[config.mk]
export PLATFORM = sky130hd
export DESIGN_NAME = i2s_tx_frame_serializer
export DESIGN_NICKNAME = d
export VERILOG_FILES = /design/src/rtl/i2s_tx_frame_serializer_pkg.sv /design/src/rtl/i2s_tx_frame_serializer_sr.sv /design/src/rtl/i2s_tx_frame_serializer.sv
export SDC_FILE = /design/constraint.sdc
export NUM_CORES = 1
export LEC_CHECK = 0
export CORE_UTILIZATION = 46
export CTS_CLUSTER_DIAMETER = 40
export DETAILED_ROUTE_END_ITERATION = 8
export PLACE_DENSITY = 0.67
export SYNTH_ARGS = -nofsm -noshare
export SYNTH_HDL_FRONTEND = slang
export SYNTH_SLANG_ARGS = --single-unit
[constraint.sdc]
create_clock -name clk -period 2.55 [get_ports clk]
set_clock_uncertainty 0.05 [all_clocks]
set_input_delay 0.51 -clock clk [delete_from_list [all_inputs] [get_ports clk]]
set_output_delay 0.51 -clock clk [all_outputs]
set_load 0.01 [all_outputs]
[src/rtl/i2s_tx_frame_serializer_pkg.sv]
// Shared types and helpers for the I2S / left-justified transmit serializer.
package i2s_pkg;

  typedef enum logic {I2S_MODE = 1'b0, LJ_MODE = 1'b1} i2s_mode_t;

  typedef enum logic {IDLE = 1'b0, RUN = 1'b1} i2s_state_t;

  // Bits needed to hold 0..value-1.
  function automatic int clog2(input int value);
    int w;
    w = 0;
    for (int v = value - 1; v > 0; v = v >> 1) w++;
    return w;
  endfunction

endpackage

[src/rtl/i2s_tx_frame_serializer_sr.sv]
// Parallel-in/serial-out shifter, MSB first. When a load and a shift land on
// the same tick, the loaded MSB is presented directly and consumed.
module flex_pts_sr_sync #(
  parameter int NUM_BITS = 32
) (
  input  logic                clk,
  input  logic                rst,
  input  logic                load,
  input  logic                shift,
  input  logic [NUM_BITS-1:0] pdata,
  output logic                sbit
);

  logic [NUM_BITS-1:0] sr;

  always_ff @(posedge clk) begin
    if (rst)                sr <= '0;
    else if (load && shift) sr <= pdata << 1;
    else if (load)          sr <= pdata;
    else if (shift)         sr <= sr << 1;
  end

  assign sbit = load ? pdata[NUM_BITS-1] : sr[NUM_BITS-1];

endmodule

[src/rtl/i2s_tx_frame_serializer.sv]
// Stereo I2S / left-justified transmitter: one-pair holding buffer feeding
// left/right shifters, stepped by bit_tick, with frame-boundary control.
module i2s_tx_frame_serializer
  import i2s_pkg::*;
#(
  parameter int        DATA_W       = 24,
  parameter int        SLOT_W       = 32,
  parameter i2s_mode_t MODE_DEFAULT = I2S_MODE
) (
  input  logic              clk,
  input  logic              rst,
  input  logic              en,
  input  logic              mode,
  input  logic              bit_tick,
  input  logic              in_valid,
  input  logic [DATA_W-1:0] in_left,
  input  logic [DATA_W-1:0] in_right,
  output logic              in_ready,
  output logic              sdata,
  output logic              ws,
  output logic              frame_start,
  output logic              underrun
);

  localparam int            KW     = clog2(2 * SLOT_W);
  localparam logic [KW-1:0] K_LAST = KW'(2 * SLOT_W - 1);
  localparam logic [KW-1:0] K_SLOT = KW'(SLOT_W);

  i2s_state_t        state, state_n;
  logic [KW-1:0]     k;
  i2s_mode_t         mode_q, mode_eff;
  logic              buf_full, buf_full_n;
  logic [DATA_W-1:0] buf_l, buf_r;
  logic              dly;

  logic              fs, step, stop, move, accept;
  logic              rsel, bit_l, bit_r, b;
  logic [SLOT_W-1:0] ld_l, ld_r;

  // fs: tick that begins a frame; step: tick that emits a bit;
  // stop: frame boundary reached with en low.
  always_comb begin
    state_n = state;
    fs      = 1'b0;
    step    = 1'b0;
    stop    = 1'b0;
    case (state)
      IDLE: begin
        if (bit_tick && en) begin
          state_n = RUN;
          fs      = 1'b1;
          step    = 1'b1;
        end
      end
      RUN: begin
        if (bit_tick) begin
          if (k == '0 && !en) begin
            state_n = IDLE;
            stop    = 1'b1;
          end else begin
            step = 1'b1;
            fs   = (k == '0);
          end
        end
      end
      default: state_n = IDLE;
    endcase
  end

  assign accept   = in_valid && in_ready;
  assign move     = fs && buf_full;
  assign mode_eff = fs ? i2s_mode_t'(mode) : mode_q;
  assign rsel     = (k >= K_SLOT);

  always_comb begin
    buf_full_n = buf_full;
    if (move)        buf_full_n = 1'b0;
    else if (accept) buf_full_n = 1'b1;
  end

  // Samples sit MSB-aligned in the slot; the tail bits of the slot shift out as 0.
  assign ld_l = move ? (SLOT_W'(buf_l) << (SLOT_W - DATA_W)) : '0;
  assign ld_r = move ? (SLOT_W'(buf_r) << (SLOT_W - DATA_W)) : '0;

  flex_pts_sr_sync #(.NUM_BITS(SLOT_W)) u_sr_left (
    .clk   (clk),
    .rst   (rst),
    .load  (fs),
    .shift (step && !rsel),
    .pdata (ld_l),
    .sbit  (bit_l)
  );

  flex_pts_sr_sync #(.NUM_BITS(SLOT_W)) u_sr_right (
    .clk   (clk),
    .rst   (rst),
    .load  (fs),
    .shift (step && rsel),
    .pdata (ld_r),
    .sbit  (bit_r)
  );

  assign b = rsel ? bit_r : bit_l;

  always_ff @(posedge clk) begin
    if (rst) begin
      state       <= IDLE;
      k           <= '0;
      mode_q      <= MODE_DEFAULT;
      buf_full    <= 1'b0;
      buf_l       <= '0;
      buf_r       <= '0;
      in_ready    <= 1'b1;
      sdata       <= 1'b0;
      ws          <= 1'b0;
      dly         <= 1'b0;
      frame_start <= 1'b0;
      underrun    <= 1'b0;
    end else begin
      state       <= state_n;
      frame_start <= fs;
      underrun    <= fs && !buf_full;
      if (fs) mode_q <= mode_eff;
      if (step) begin
        k     <= (k == K_LAST) ? '0 : k + 1'b1;
        ws    <= rsel;
        sdata <= (mode_eff == LJ_MODE) ? b : dly;
        dly   <= b;
      end else if (stop) begin
        // Clearing the delay flop makes the first I2S bit after IDLE a 0.
        k     <= '0;
        ws    <= 1'b0;
        sdata <= 1'b0;
        dly   <= 1'b0;
      end
      if (accept) begin
        buf_l <= in_left;
        buf_r <= in_right;
      end
      buf_full <= buf_full_n;
      in_ready <= !buf_full_n;
    end
  end

endmodule

Word level (Yosys, flattened, before mapping). Cells that the tools add are included.

Bitwise logic cells: 1. Reduce and logical (&&, ||, !) cells: 21. Eq/ne operators: 1. Add/subtract/negate cells: 1. Mux-type cells: 34. $lt $le $gt $ge: 1.

Operators by type and width (number): $mux W32 (8); $mux W1 (20); $mux W6 (3); $logic_and A1 B1 Y1 (9); $add A6 B1 Y6 const B (1); $eq A6 B6 Y1 const B (1); $ge A6 B6 Y1 const B (1); $logic_not A6 Y1 (1); $pmux W1 S2 (3); $reduce_bool A2 Y1 (3); $reduce_bool A3 Y1 (2); $logic_not A1 Y1 (4); $reduce_or A2 Y1 (2); $not A1 Y1 (1).

Register bits: 127. Bits of input ports: 54. Word-level logic and storage cells: 75.

Depth between registers and ports, before layout.
Word-level depth: 11. Mapped depth: 9.

By module. Synthesis repeated with hierarchy kept, for this count alone.

Cell total of the unflattened synthesis: 573. Area total of the unflattened synthesis: 5308.8 um^2.

Modules (own cells, without submodules): i2s_tx_frame_serializer (times used 1, cells an instance 353, sequential area each 1261.2 um^2, area an instance 2756.4 um^2); flex_pts_sr_sync (times used 2, cells an instance 110, sequential area each 640.6 um^2, area an instance 1276.2 um^2).

Least setup slack after synthesis. OpenSTA, ideal clock, no wires.

Path type: register -> register. Start point: register k[0]. End point: register u_sr_left.sr[28]. Cell stages (with the launch flop): 10. Setup slack: 407 ps. Arrival: 1944 ps. Data required time: 2352 ps. Cells stage by stage: dfxtp_1 -> inv_1 -> ha_1 -> or4b_1 -> buf_2 -> a21oi_2 -> or2_2 -> clkbuf_1 -> buf_2 -> a221oi_1.

Longest elaborated chain between the ends: 9.

Ends and longest elaborated chain: start, declared (line i2s_tx_frame_serializer.sv:30) `logic [KW-1:0] k;`; start signal, assigned (line i2s_tx_frame_serializer.sv:125) `k <= (k == K_LAST) ? '0 : k + 1'b1;`; $logic_not A6 Y1 (line i2s_tx_frame_serializer.sv:57, i2s_tx_frame_serializer.sv:62); $logic_and A1 B1 Y1 (line i2s_tx_frame_serializer.sv:57) `if (k == '0 && !en) begin`; $mux W1 (line i2s_tx_frame_serializer.sv:57); $mux W1 (line i2s_tx_frame_serializer.sv:56) `if (bit_tick) begin`; $pmux W1 S2 (line i2s_tx_frame_serializer.sv:47) `case (state)`; $logic_and A1 B1 Y1 (line i2s_tx_frame_serializer.sv:71) `assign move = fs && buf_full;`; $mux W32 (line i2s_tx_frame_serializer.sv:82) `assign ld_l = move ? (SLOT_W'(buf_l) << (SLOT_W - DATA_W)) : '0;`; $mux W32 (line i2s_tx_frame_serializer_sr.sv:19) `else if (load) sr <= pdata;`; $mux W32 (line i2s_tx_frame_serializer_sr.sv:18) `else if (load && shift) sr <= pdata << 1;`; end signal, assigned (line i2s_tx_frame_serializer_sr.sv:18); end signal, assigned (line i2s_tx_frame_serializer_sr.sv:19); end signal, assigned (line i2s_tx_frame_serializer_sr.sv:20) `else if (shift) sr <= sr << 1;`; end, declared (line i2s_tx_frame_serializer_sr.sv:14) `logic [NUM_BITS-1:0] sr;`.

Parallel ways exist; a longest one is shown, timed or not. A chain may end at the register's enable or synchronous reset.

Worst setup path in the final report.
Start point: register k[0]. End point: register u_sr_left.sr[15].

Same word-level chain as after synthesis.

==> results.tsv <==
metric	value	unit
synth warn	0	
EDFF count, synth	0	
crit path time final	2380	ps
TritonCTS clock tree	yes	
Die Wd	108	um
peak supply drop	0.424	mV
share of the synthesized area in the top cell type	0.430	
antenna viol nets, final	0	
WP data arrival	2600	ps
largest net degree at the start of global routing	55	
Slew headroom	0.532	
Fmax	0.420	GHz
final setup fails	0	
first-pass GRT wire length	21000	um
CTS Hold Bufs	0	
Syn Std Cell Area	5170	um^2
PwrDens	584	nW/um^2
Synth Area in Compound Gates	0.329	
setup TNS	0	ps
async set or reset register ratio after synthesis	0	
vias per cell	5.89	
CTS resizes	0	
DPL Wire Length	8000	um
largest family of logic cells by synthesized area	compound AO/OA/AOI/OAI gates	
die extent in y	108	um
endpoints failing hold	0	
Mapped Avg Cell Area	8.45	um^2
Yosys cell types	49	
synthesized net count	668	
total leakage power	2.04	nW
CTS Buf Count	9	
vias after detailed routing	4647	
CORE AREA	10900	um^2
Clock Path Buffers	2	
first-pass detailed-route iteration total	9	
Pins Over Slew Limit	0	
Post-CTS Setup Inserts	0	
area grow syn2layout	17.9	%
GRT Total Usage	0.228	
residual DRC count	3	
row count	38	
#FFs+latches synth	111	
most frequent cell after synthesis	dfxtp_1	
predominant post-synthesis flop cell	dfxtp_1	
initial antenna violation count	0	
sequential area share after synthesis	0.430	
CTS root buf	clkbuf_8	
Adder-Cell Fraction of Synth Area	0.00484	
global route overflow	0	
crit path kind	reg -> reg	
clock tree sinks	111	
antenna fix cells	0	
1st-iter DRT viols	323	
post-synthesis mux area share	0.00387	
crit path max fanout	23	
maxcap violations	0	
Starting Density	0.475	
WL per Instance	15.6	um
vias in the first global route	4432	
Post-Layout Cell Count	789	
simple-gate share of the synthesized area	0.158	
CP endpoint kind	flop	
I/O Buffers	58	
layout cells sized above 1	0.111	
Hold/Removal Path Class	reg -> reg	
CTS H-tree depth	3	
Worst-Skew Late Latency	400	ps
crit path launch type	flop	
Synth area leader	dfxtp_1	
failing checks	DRC	
post-synthesis xor/xnor area fraction	0	
list of most frequent post-synthesis cells	111 x dfxtp_1, 107 x nand2_1, 81 x a21oi_1, 44 x clkbuf_1, 33 x nor2_1	
CP required	2770	ps
measured slew at the worst slew-check pin	701	ps
wirelength, routed	12300	um
post-route clock period utilization	0.935	
area of the die	11700	um^2
RSZ-0062 raised after global routing	false	
CTS clk-pin slew, worst paths	110	ps
Area contributors post-synth	dfxtp_1 43%, a21oi_1 7.8%, nand2_1 7.8%	
status	finished, violations left	
placed insts	773	
nets@finish	700	
# IOs	59	
Routability Congestion	0.815	
Syn Inst Count	612	
[per-layer routing]
layer  vias to the layer above  GRT usage  routed length (um)
met3                        12     0.0518                 581
met2                       112      0.386                6180
met4                         0     0.0734                 184
met1                      2213      0.285                5360
li1                       2310          -                   -
met5                         -          0                   0
[power by group]
part | switching [W] | leakage [nW] | internal [W]
clock network | 0.000634 | 0.102 | 0.000466
registers | 0.0000761 | 0.910 | 0.00184
logic | 0.000304 | 1.03 | 0.000245
[path summary, 6_finish.rpt]
kind,start,to,slack [ps],depth (start not counted)
setup / recovery,k[0],u_sr_left.sr[15],170,7
hold reg to reg,ws,ws,420,2
setup reg to reg,k[0],u_sr_left.sr[15],170,7
hold / removal,ws,ws,420,2
[cells in the final DEF, fill, tap and decap left out, types with 4 or more instances in the layout]
cell type / instances
nand3_1: 8
dfxtp_1: 111
a211oi_1: 6
clkdlybuf4s50_1: 57
nor2_1: 33
a22oi_1: 5
buf_12: 4
a222oi_1: 21
nand2_1: 107
o31ai_1: 23
a31oi_1: 11
and3_1: 4
a221oi_2: 5
clkbuf_8: 9
inv_1: 29
a221oi_1: 20
nand4_1: 11
a2bb2oi_1: 11
a21oi_1: 81
buf_4: 21
a211oi_2: 17
and2_1: 4
o21ai_0: 7
[kinds of logic (layout without fill, tap and decap cells)]
kind of cell | after synthesis | count (layout)
AO/OA/AOI/OAI | 223 | 223
adder cells (fa/ha/maj) | 2 | 2
buffers and inverters | 90 | 127
flip-flops | 111 | 111
multiplexers | 2 | 2
AND/OR/NAND/NOR | 184 | 184
[state kept, by name, indices dropped and copies added (netlist names)]
name           cells
state              1
mode_q             1
u_sr_left.sr      24
frame_start        1
u_sr_right.sr     24
k                  6
underrun           1
buf_r             24
dly                1
buf_l             24
ws                 1
sdata              1
buf_full           1
in_ready           1
[metrics by stage]
stage,hold slack (ps),total power (W),setup slack (ps),instance area (um^2),util
CTS,425,0.00359,167,6090,0.560
detailed placement,409,0.00250,63.1,5890,0.541
floorplan,393,0.00229,407,5170,-
global placement,395,0.00248,166,5890,0.541
global route,448,0.00373,40.8,6090,0.560
finish,422,0.00356,166,6090,0.560
[final cells by class]
class / instances / area, um^2
Tap cell: 140 / 175
Clock buffer: 9 / 124
Fill cell: 1031 / 4790
Sequential cell: 111 / 2220
Timing Repair Buffer: 82 / 808
Multi-Input combinational cell: 411 / 2580
Inverter: 29 / 109
Clock inverter: 7 / 80.1
[critical path: stages, from the launching register on]
cell and delay, ps:
dfxtp_1 360, inv_1 90, ha_1 170, or4b_1 630, a21oi_2 230, buf_4 290
o31ai_1 100, a221oi_1 350
Note: power is estimated with default switching activity, not from simulation.
